===== src/rtl/line_rasterizer_pkg.sv =====
// line_rasterizer_pkg: vertex field layout, fixed-point format and FSM encodings
package line_rasterizer_pkg;

   localparam int FRAC_BITS = 7;
   localparam int X_LSB     = 16;
   localparam int Y_LSB     = 32;
   localparam int COLOR_LSB = 48;

   localparam logic [1:0] WAIT_A = 2'd0;
   localparam logic [1:0] WAIT_B = 2'd1;
   localparam logic [1:0] SETUP  = 2'd2;
   localparam logic [1:0] DRAW   = 2'd3;

endpackage


===== src/rtl/line_rasterizer_vertex_to_pixel.sv =====
// vertex_to_pixel: round a signed Q8.7 vertex position to 9-bit signed pixel coordinates
module vertex_to_pixel
   import line_rasterizer_pkg::*;
(
   input  logic        [15:0] x_q,
   input  logic        [15:0] y_q,
   output logic signed [8:0]  x,
   output logic signed [8:0]  y
);

   localparam logic signed [15:0] HALF = 16'sd1 <<< (FRAC_BITS - 1);

   // round to nearest in 16-bit signed arithmetic, then keep the low 9 bits
   always_comb begin
      x = 9'(($signed(x_q) + HALF) >>> FRAC_BITS);
      y = 9'(($signed(y_q) + HALF) >>> FRAC_BITS);
   end

endmodule


===== src/rtl/line_rasterizer.sv =====
// line_rasterizer: pair vertices into segments and walk them with Bresenham, one pixel per cycle
module line_rasterizer
   import line_rasterizer_pkg::*;
#(
   parameter int SCREEN_W = 160,
   parameter int SCREEN_H = 120
) (
   input  logic        CLK,
   input  logic        RST_N,
   input  logic [63:0] Vertex,
   input  logic        NewVertex,
   output logic        stall,
   input  logic        strip_mode,
   input  logic        prim_restart,
   output logic        pixel_valid,
   input  logic        pixel_ready,
   output logic [8:0]  pixel_x,
   output logic [8:0]  pixel_y,
   output logic [15:0] pixel_color
);

   localparam logic [9:0] W_LIM = 10'(SCREEN_W);
   localparam logic [9:0] H_LIM = 10'(SCREEN_H);

   logic [1:0]         state;
   logic [15:0]        xq0, yq0, xq1, yq1, col0, col1;
   logic signed [8:0]  x0, y0, x1, y1, cur_x, cur_y;
   logic [9:0]         dx;
   logic signed [10:0] dy;
   logic signed [11:0] err;
   logic               sx, sy;
   logic               accept, step, at_end, step_x, step_y;
   logic signed [9:0]  ddx, ddy;
   logic [9:0]         adx, ady;
   logic signed [10:0] dy_n;
   logic signed [12:0] e2;
   logic signed [11:0] err_n;
   logic               unused_bits;

   vertex_to_pixel u_start (.x_q(xq0), .y_q(yq0), .x(x0), .y(y0));
   vertex_to_pixel u_end   (.x_q(xq1), .y_q(yq1), .x(x1), .y(y1));

   assign unused_bits = ^Vertex[15:0];
   assign stall       = (state == SETUP) | (state == DRAW);
   assign accept      = NewVertex & ~stall;
   assign pixel_valid = (state == DRAW) & ~cur_x[8] & ~cur_y[8] &
                        ({2'b0, cur_x[7:0]} < W_LIM) & ({2'b0, cur_y[7:0]} < H_LIM);
   assign pixel_x     = cur_x;
   assign pixel_y     = cur_y;
   assign pixel_color = col0;

   // segment setup terms and the Bresenham step decision for the current pixel
   always_comb begin
      ddx    = {x1[8], x1} - {x0[8], x0};
      ddy    = {y1[8], y1} - {y0[8], y0};
      adx    = ddx[9] ? -ddx : ddx;
      ady    = ddy[9] ? -ddy : ddy;
      dy_n   = -$signed({1'b0, ady});
      e2     = {err, 1'b0};
      step_x = e2 >= 13'(dy);
      step_y = e2 <= $signed({3'b0, dx});
      at_end = (cur_x == x1) && (cur_y == y1);
      step   = ~pixel_valid | pixel_ready;
      err_n  = err + (step_x ? 12'(dy) : 12'sd0) + (step_y ? $signed({2'b0, dx}) : 12'sd0);
   end

   // vertex pairing FSM and line walker; an out-of-bounds pixel still costs one DRAW cycle
   always_ff @(posedge CLK or negedge RST_N) begin
      if (!RST_N) begin
         state <= WAIT_A;
         xq0   <= '0;
         yq0   <= '0;
         xq1   <= '0;
         yq1   <= '0;
         col0  <= '0;
         col1  <= '0;
         cur_x <= '0;
         cur_y <= '0;
         dx    <= '0;
         dy    <= '0;
         err   <= '0;
         sx    <= 1'b0;
         sy    <= 1'b0;
      end else begin
         case (state)
            WAIT_A: if (accept) begin
               xq0   <= Vertex[X_LSB +: 16];
               yq0   <= Vertex[Y_LSB +: 16];
               col0  <= Vertex[COLOR_LSB +: 16];
               state <= WAIT_B;
            end
            WAIT_B: if (accept && prim_restart) begin
               xq0  <= Vertex[X_LSB +: 16];
               yq0  <= Vertex[Y_LSB +: 16];
               col0 <= Vertex[COLOR_LSB +: 16];
            end else if (accept) begin
               xq1   <= Vertex[X_LSB +: 16];
               yq1   <= Vertex[Y_LSB +: 16];
               col1  <= Vertex[COLOR_LSB +: 16];
               state <= SETUP;
            end else if (prim_restart) begin
               state <= WAIT_A;
            end
            SETUP: begin
               dx    <= adx;
               dy    <= dy_n;
               sx    <= ddx[9];
               sy    <= ddy[9];
               err   <= $signed({2'b0, adx}) + 12'(dy_n);
               cur_x <= x0;
               cur_y <= y0;
               state <= DRAW;
            end
            default: if (step) begin
               if (at_end) begin
                  if (strip_mode) begin
                     xq0  <= xq1;
                     yq0  <= yq1;
                     col0 <= col1;
                  end
                  state <= strip_mode ? WAIT_B : WAIT_A;
               end else begin
                  err <= err_n;
                  if (step_x) cur_x <= cur_x + (sx ? -9'sd1 : 9'sd1);
                  if (step_y) cur_y <= cur_y + (sy ? -9'sd1 : 9'sd1);
               end
            end
         endcase
      end
   end

endmodule


===== config.mk =====
export PLATFORM = sky130hd
export DESIGN_NAME = line_rasterizer
export DESIGN_NICKNAME = d
export VERILOG_FILES = /design/src/rtl/line_rasterizer_pkg.sv /design/src/rtl/line_rasterizer_vertex_to_pixel.sv /design/src/rtl/line_rasterizer.sv
export SDC_FILE = /design/constraint.sdc
export NUM_CORES = 1
export LEC_CHECK = 0
export ABC_AREA = 0
export BUFFER_PORTS_ARGS = -buffer_cell sky130_fd_sc_hd__buf_2
export CAP_MARGIN = 20
export CORE_ASPECT_RATIO = 0.9
export CORE_MARGIN = 2
export CORE_UTILIZATION = 51
export CTS_CLUSTER_SIZE = 12
export DETAILED_ROUTE_END_ITERATION = 8
export PLACE_DENSITY_LB_ADDON = 0.1
export RECOVER_POWER = 50
export SLEW_MARGIN = 20
export SYNTH_ARGS = -nofsm -noshare
export SYNTH_HDL_FRONTEND = slang
export SYNTH_SLANG_ARGS = --single-unit

===== constraint.sdc =====
create_clock -name CLK -period 5.3 [get_ports CLK]
set_clock_uncertainty 0.15 [all_clocks]
set_input_delay 0.53 -clock CLK [delete_from_list [all_inputs] [get_ports CLK]]
set_output_delay 0.53 -clock CLK [all_outputs]
set_load 0.1 [all_outputs]

---- After elaboration in Yosys (flattened, before gate mapping) ----
Index checks and enable logic that the tools add are counted.
W data, S select, Z words.
operators by class
  add/sub/neg operators ................... 14
  order comparisons ....................... 4
  eq/ne operators ......................... 10
  muxes and demuxes ....................... 43
  bitwise operators ....................... 14
  reduce and logical (&&, ||, !) cells .... 18
operators with widths
  kind                     number
  $mux W16                 15
  $pmux W16 S3             3
  $mux W9                  8
  $add A16 B8 Y16 const B  4
  $mux W12                 3
  $pmux W9 S2              2
  $mux W10                 3
  $pmux W12 S2             1
  $neg A10 Y10             2
  $sub A9 B9 Y10           2
  $add A9 B9 Y9            2
  $eq A9 B9 Y1             2
  $ge A13 B11 Y1           1
  $le A13 B11 Y1           1
  $add A11 B11 Y12         1
  $add A12 B11 Y12         1
  $add A12 B12 Y12         1
  $mux W2                  6
  $neg A10 Y11             1
  $reduce_bool A3 Y1       3
  $lt A8 B7 Y1 const B     1
  $lt A8 B8 Y1 const B     1
  $reduce_and A4 Y1        2
  $reduce_bool A4 Y1       2
  other kinds (17)         35
word-level totals
  register bits ........................... 151
  input bits .............................. 70
  output and inout port bits .............. 36
  logic and storage cells ................. 117

---- Longest topological paths before layout ----
Gate-level depths: netlist (run 1).
  depth in word-level cells ............... 9
  depth in mapped cells ................... 30
  depth with buffers taken out ............ 28

---- Modules after synthesis ----
Synthesis (run 1) repeated with hierarchy kept, for this count alone.
second synthesis, totals
  cells, all modules ...................... 1146
  area total of the unflattened synthesis .. 10989.3 sq um
modules (own cells, without submodules)
  module                      times used  cells each  area an instance (sq um)  sequential area each (sq um)
  line_rasterizer             1           1070        10422.5                   3778.6
  vertex_to_pixel at u_start  1           39          285.3                     0.0
  vertex_to_pixel at u_end    1           37          281.5                     0.0

---- Worst setup path after synthesis (run 1) ----
OpenSTA, ideal clock, no wires.
  kind .................................... register to register
  start point ............................. register yq1[6]
  end point ............................... register err[10]
  setup time .............................. 82 ps
  arrival ................................. 4941 ps
  required time ........................... 5068 ps
  setup slack ............................. 127 ps
  stages on the path, launching flop included .. 27
  path buffers ............................ 2
  period minus slack after synthesis ...... 5173 ps
  path through ............................ dfrtp_1 ha_1 nand2_1 or2_2 xor2_1 inv_1 ha_1 clkbuf_1 nor3_1 nor3_1 o31ai_1 nand2_1 clkbuf_1 nand2_1 o21ai_0 ha_1 nor3b_1 o21bai_1 o221ai_1 xnor2_1 ha_1 a21boi_0 o21ai_0 a21oi_1 a31oi_1 or3_1 a31oi_1
between the ends
  cells in the longest elaborated chain, start to end .. 7
  elaborated cells between the ends (all ways) .. 11
  those cells by class .................... add/sub: 5; eq/ne: 2; mux: 2; reduce/logical: 2
ends and longest elaborated chain
  what                    RTL line                               source
  from (decl)             line_rasterizer.sv:26                  logic [15:0] xq0, yq0, xq1, yq1, col0, col1;
  from (signal assigned)  line_rasterizer.sv:98                  yq1 <= Vertex[Y_LSB +: 16];
  $add A16 B8 Y16 (*)     line_rasterizer_vertex_to_pixel.sv:16  y = 9'(($signed(y_q) + HALF) >>> FRAC_BITS);
  $sub A9 B9 Y10 (*)      line_rasterizer.sv:55                  ddy = {y1[8], y1} - {y0[8], y0};
  $neg A10 Y10            line_rasterizer.sv:57                  ady = ddy[9] ? -ddy : ddy;
  $mux W10 (*)            line_rasterizer.sv:57
  $neg A10 Y11 (*)        line_rasterizer.sv:58                  dy_n = -$signed({1'b0, ady});
  net dy_n[4]             line_rasterizer.sv:35                  logic signed [10:0] dy_n;
  $add A11 B11 Y12 (*)    line_rasterizer.sv:109                 err <= $signed({2'b0, adx}) + 12'(dy_n);
  $pmux W12 S2 (*)        line_rasterizer.sv:85                  case (state)
  to (signal assigned)    line_rasterizer.sv:109
  to (signal assigned)    line_rasterizer.sv:123                 err <= err_n;
  to (decl)               line_rasterizer.sv:30                  logic signed [11:0] err;
The timed path passes the listed nets; every way through them passes the cells marked *.
A chain may end at the register's enable or synchronous reset.

---- Worst setup path after layout (run 1) ----
  start point ............................. register yq1[9]
  end point ............................... register err[10]
The elaborated chain is that of the path after synthesis.

==> results by group, run 1 <==
Status
  • Outcome: finished, violations left
  • Failing checks: capacitance limit, slew limit

Clock network
  • CTS H-tree lvls: 4
  • Latest clock arrival within the worst-skew pair: 0.43 ns
  • CTS sink count: 127
  • Worst-path clk slew: 0.07 ns
  • CTS buffer count: 17
  • Hold_buf cts: 0
  • CTS root buffer: clkbuf_16
  • Max Root-Sink Buffers: 2
  • CTS tree: built

Timing
  • Least-Margin Pin Slew: 2.56 ns
  • Setup TNS: 0 ns
  • Fmax: 198 MHz
  • RSZ-0062 raised after global routing: true
  • Fin worst setup slack: 0.245 ns
  • Slew HR: -0.705
  • Minimum clock period: 5.06 ns
  • Final setup fails: 0
  • Final Hold Vio Count: 0
  • Fin crit share: 0.954
  • Fin. max-slew vios: 130

Synthesis
  • Post-synthesis register bit count: 127
  • Synthesized area: 0.0108 sq mm
  • Synth area leaders: dfrtp_1 (29%), mux2_2 (9.8%), ha_1 (9.5%)
  • Post-Syn Nets: 1296
  • Yosys cell types: 75
  • Ys Warns: 0
  • Synth Flop Type: dfrtp_1
  • Area leader, netlist: dfrtp_1
  • Post-Syn Instances: 1128
  • Synth top area share: 0.294
  • Ys async rst share: 1.00
  • Syn Area/Cell: 9.59 sq um
  • EDFF count, synth: 0
  • Sequential area share after synthesis: 0.294

Route
  • DR vias: 8763
  • WL per Instance: 18.0 um
  • Final wirelength: 27700 um
  • Detailed Route Iter0 Violations: 522
  • # DRC: 0
  • ANT nets after route: 0
  • DR pass1 iterations: 5
  • Via density: 5.70

Floorplanning
  • Top Ports: 106
  • Rows: 50
  • Width of the chip: 158 um
  • Core area: 0.0208 sq mm
  • Initial Utilization: 0.519
  • Die ar.: 0.0224 sq mm
  • Die height: 142 um

Setup path
  • FF-to-FF Start: yq1[9]
  • CP max-delay cell: dfrtp_2
  • Kind of cell adding the most delay to the critical path: compound AO/OA/AOI/OAI gates
  • Crit path max fanout: 5
  • Crit path largest cell delay: 0.40 ns
  • FF-to-FF setup slack: 0.24 ns
  • CP required: 5.50 ns
  • CP endpoint kind: flop
  • Startpoint types: flop
  • Crit Reg-Reg Endpoint: err[10]
  • FF-to-FF path depth: 26
  • Crit path buf inv count: 3
  • Crit path kind: reg2reg
  • WP data arrival: 5.25 ns

Global routing
  • Global Route Usage Sum: 0.251
  • Number of global-route vias before repair: 8287
  • Overflow after GRT: 0
  • Initial antenna violation count: 0
  • Largest net degree at the start of global routing: 97
  • First-pass GRT wire length: 44000 um

Worst hold path
  • Hold Path End: xq1[13]
  • Hold Crit Class: in2reg
  • Hold depth: 3
  • Worst Hold Launch: Vertex[29]

Place
  • Gp weighted congestion: 0.891
  • HPWL after detailed placement: 20800 um
  • PortBufs: 77
  • Post-Place Cells: 1493
  • Placed cell area: 0.0117 sq mm
  • Setup slack at placement: -0.123 ns

Pwr
  • Clock network power share: 0.267
  • Peak supply drop: 0.000291 V
  • Sw power: 1.85 mW
  • Final total power: 4.38 mW
  • Sequential share of power: 0.286
  • Comb power frac: 0.447
  • Sw Ratio: 0.422
  • P_leak: 6.05 nW
  • Int Pwr: 2.53 mW
  • PD cells: 345 mW/mm^2

Final layout
  • Area grow syn2layout: 17.4%
  • Post-route cell area: 0.0127 sq mm
  • Layout Nets: 1407
  • Non-filler instance count after layout: 1538
  • Diodes inserted: 0
  • Share of post-route cells with drive strength above 1: 0.277

Job
  • Max_cap viols: 2
-- kinds of logic (layout without fill, tap and decap cells) --
logic type	Yosys count	after routing	synth area share
fa+ha+maj	98	98	0.124
flops	127	127	0.294
xor+xnor	106	106	0.0871
buf+inv	112	236	0.0444
compound gates	217	217	0.138
mux	155	155	0.168
simple gates	313	313	0.145
-- how the worst max path moves through the flow --
stage           start  depth (start not counted)       to
2_1_floorplan  yq1[6]                         26  err[10]
3_3_place_gp   yq1[6]                         24  err[10]
3_5_place_dp   yq1[6]                         24  err[11]
4_1_cts        yq1[6]                         26  err[10]
5_1_grt        yq0[8]                         29  err[10]
6_report       yq1[9]                         26  err[10]
-- through the flow --
stage	hold WS [ns]	utilization
floorplan	0.0844	-
global placement	0.313	0.562
detailed placement	0.319	0.562
CTS	0.104	0.591
global route	0.181	0.610
finish	0.181	0.610
-- state kept, by name, indices dropped and copies added (netlist names) --
register and flops:
yq0 10, col1 16, sx 1, err 12, pixel_y 9, xq0 10
state 2, sy 1, pixel_x 9, xq1 10, dy 11, pixel_color 16
dx 10, yq1 10
-- per-layer routing --
metal | GRT usage | wire (um)
met3 | 0.0515 | 1250
met4 | 0.0388 | 196
met2 | 0.378 | 12400
met1 | 0.380 | 13900
met5 | 0 | 0
-- worst min-delay path: stages --
cell and delay, ns:
buf_2 0.09, nand2_1 0.04, o21ai_0 0.06
-- cell usage in the layout, fill, tap and decap left out, types with 20 or more instances in the layout --
cell | netlist | routed
mux2_4 | 29 | 29
dfrtp_1 | 127 | 123
xor2_1 | 27 | 25
nor3_1 | 23 | 20
ha_1 | 82 | 76
buf_4 | 3 | 58
xnor2_1 | 78 | 73
nand2_1 | 62 | 61
mux2_2 | 94 | 94
inv_1 | 66 | 66
nor2_1 | 85 | 78
nor2b_1 | 20 | 20
buf_2 | 9 | 60
nand3_1 | 36 | 33
mux2i_1 | 32 | 30
o21ai_0 | 47 | 44
o211ai_1 | 20 | 20
a21oi_1 | 43 | 38
-- what timing repair did --
action	in CTS	in global routing
setup buffers	1	12
cloned	0	0
resized for setup	6	59
setup endpoints to repair	4	6
pin swaps	1	19
-- cell usage after synthesis (5+ instances only) --
master     instances
a2111oi_0          5
a211o_1            5
a211oi_1           6
a21o_1            15
a21oi_1           43
a31oi_1            7
and2_1            12
and3_1             5
buf_2              9
buf_6              5
clkbuf_1          25
dfrtp_1          127
fa_1              16
ha_1              82
inv_1             66
mux2_2            94
mux2_4            29
mux2i_1           32
nand2_1           62
nand2b_1           8
nand3_1           36
nand4_1           14
nor2_1            85
nor2b_1           20
nor3_1            23
nor3b_1            7
nor4_1             8
o211ai_1          20
o21a_1             8
o21ai_0           47
o31a_1             5
o31ai_1            5
o41ai_1            6
or2_2              8
or3_1              8
xnor2_1           78
xor2_1            27
-- power by group through the flow --
stage / sequential (mW) / clock [mW] / combinational [mW]
3_5_place_dp: 1.27 / 0 / 1.93
5_1_grt: 1.27 / 1.23 / 2.17
2_1_floorplan: 1.55 / 0 / 1.18
3_3_place_gp: 1.27 / 0 / 1.90
4_1_cts: 1.25 / 1.19 / 1.94
6_report: 1.25 / 1.17 / 1.96
-- area by class of cell --
class	count	area, sq um
repair buffers	137	816
multi-input cells	889	7510
clock inverters	14	146
inverters	67	251
fillers	1839	8130
flip-flops and latches	127	3180
well taps	286	358
clock buffers	18	439
Power figures use the tool's default switching activity.
==> run 2: changes to the inputs <==
Settings changed: SETUP_SLACK_MARGIN set to 0.5.
==> run 2 against run 1 <==
Effect of this change:
- clock power rose by 5%
- wire length rose by 0.66%
- the flow still finishes with violations (capacitance limit, slew limit)
- non-clock buffer count rose by 19
- critical endpoint is now err[9]
- via count rose by 0.62%
- critical path type unchanged
- sequential cell count did not move
- largest power group unchanged
==> results by group, run 2 (synthesis gave the netlist of run 1 again) <==
Setup path
  • Crit path kind: reg2reg
  • Startpoint types: flop
  • Most frequent CP cell: ha_4
  • Crit Reg-Reg Endpoint: err[9]
  • FF-to-FF Start: yq1[9]
  • CP required: 5.44 ns
  • Setup crit start: yq1[9]
  • WP data arrival: 4.86 ns
  • Crit path max fanout: 5
  • CP endpoint kind: flop
  • Crit path largest cell delay: 0.42 ns
  • FF-to-FF path depth: 22
  • CP max-delay cell: dfrtp_2
  • Crit path to: err[9]
  • Cell Chain, Critical Path: nand4_1 > nor2_4 > xor2_2 > ha_4 > a211o_1 > o31ai_4 > nand2_2 > o21ai_2 > ha_4 > nand3_2 > nor2_1 > o21bai_1 > o221ai_2 > buf_4 > xnor2_4 > ha_4 > buf_4 > a2111oi_4 > o41ai_4 > xor2_1 > nor2_1 > a21oi_1
  • FF-to-FF setup slack: 0.58 ns

Clock network
  • Max Root-Sink Buffers: 2
  • Latest clock arrival within the worst-skew pair: 0.43 ns
  • CTS buffer count: 17
  • CTS tree: built
  • CTS sink count: 127
  • CTS root buffer: clkbuf_16
  • Hold_buf cts: 0
  • CTS H-tree lvls: 4
  • Worst-path clk slew: 0.07 ns

Timing
  • Final Hold Vio Count: 0
  • Fmax: 212 MHz
  • Slew HR: -0.587
  • Fin crit share: 0.890
  • Final setup fails: 0
  • Minimum clock period: 4.72 ns
  • Fin. max-slew vios: 130
  • Fin worst setup slack: 0.582 ns
  • Worst hold margin: 0.169 ns
  • RSZ-0062 raised after global routing: true
  • Least-Margin Pin Slew: 2.38 ns

Route
  • Detailed Route Iter0 Violations: 396
  • WL per Instance: 17.9 um
  • # DRC: 0
  • DR vias: 8817
  • Final wirelength: 27900 um
  • DR pass1 iterations: 5
  • Via density: 5.66
  • ANT nets after route: 0

Place
  • Gp weighted congestion: 0.855
  • Setup slack at placement: -0.0441 ns
  • PortBufs: 77
  • HPWL after detailed placement: 20200 um

Worst hold path
  • Hold Crit Class: in2reg

Final layout
  • Layout Nets: 1426
  • Diodes inserted: 0
  • Area grow syn2layout: 22.8%
  • Commonest non-fill, non-tap cells in the layout: dfrtp_1 (116), mux2_2 (94), buf_4 (78)
  • Commonest non-fill, non-tap cell in the layout: dfrtp_1
  • Share of post-route cells with drive strength above 1: 0.329

Global routing
  • Largest net degree at the start of global routing: 94
  • Number of global-route vias before repair: 8764
  • Global Route Usage Sum: 0.252
  • Initial antenna violation count: 1
  • First-pass GRT wire length: 44400 um
  • Overflow after GRT: 0

Floorplanning
  • Width of the chip: 158 um
  • Die height: 142 um
  • Top Ports: 106
  • Rows: 50
  • Die ar.: 0.0224 sq mm
  • Initial Utilization: 0.519
  • Core area: 0.0208 sq mm

Pwr
  • Peak supply drop: 0.000227 V
  • PD cells: 334 mW/mm^2
  • P_leak: 6.18 nW

Job
  • Max_cap viols: 2

Status
  • Failing checks: capacitance limit, slew limit
  • Outcome: finished, violations left
-- run 2: cell types whose count changed in the layout (fill, tap and decap cells not counted), moves of 5 or more --
cell / before / now
buf_4: 58 / 78
ha_1: 76 / 68
ha_4: 4 / 12
dfrtp_1: 123 / 116
dfrtp_2: 4 / 11
o21ai_0: 44 / 38
xor2_1: 25 / 19
a21oi_1: 38 / 33
nand2_1: 61 / 56
-- run 2: layer usage --
metal,track usage,vias up,part of all wire
met3,0.0518,50,0.049
met4,0.0804,2,0.023
met5,0,-,0.00039
met1,0.322,4250,0.45
li1,-,4323,-
met2,0.429,192,0.48
-- run 2: worst min-delay path by stage --
stage	startpoint	to	slack [ns]	cells after the start
after detailed placement	dy[1]	dy[1]	0.33	2
after global routing	strip_mode	state[0]	0.17	3
after CTS	RST_N	dx[1]	0.07	1
after floorplan	RST_N	col1[0]	0.08	0
after global placement	dy[8]	dy[8]	0.32	2
final	Vertex[29]	xq1[13]	0.17	3
-- run 2: worst max-delay path: cells and delay by family, from the launching register on --
kind	cells	cell delay [ns]
and+or+nand+nor	6	0.88
xor gates and xnor gates	3	0.49
DFF	1	0.42
AOI/OAI and AO/OA	8	1.65
buffers and inverters	2	0.32
adders and majority gates	3	0.66
-- run 2: area by class of cell --
cell class	count	area, sq um
clock buffer	18	439
clock inverter	14	170
fill	1702	7550
inverter	67	251
multi-input combinational	889	7920
sequential	127	3190
tap	286	358
timing repair buffer	156	952
-- run 2: power breakdown --
| part | internal, mW | total, mW | switching (mW) | leakage (nW) |
|---|---|---|---|---|
| combinational | 0.774 | 1.96 | 1.19 | 4.22 |
| sequential | 1.08 | 1.25 | 0.164 | 1.65 |
| clock | 0.726 | 1.23 | 0.509 | 0.305 |
| total | 2.58 | 4.44 | 1.86 | 6.18 |
-- run 2: through the flow --
stage	area (sq um)	total power, mW	instances	setup TNS [ns]	util
after floorplan	10900	2.73	1128	0	-
after global placement	11700	3.18	1488	0	0.563
after detailed placement	11700	3.21	1488	-0.0441	0.563
after CTS	12800	4.45	1543	0	0.615
after global routing	13300	4.71	1557	0	0.638
final	13300	4.44	1557	0	0.638
-- run 2: repair_timing --
action | 4_1_cts | 5_1_grt
setup endpoints to repair | 6 | 6
setup buffers | 23 | 14
resized for setup | 56 | 78
cloned | 0 | 0
pin swaps | 30 | 28
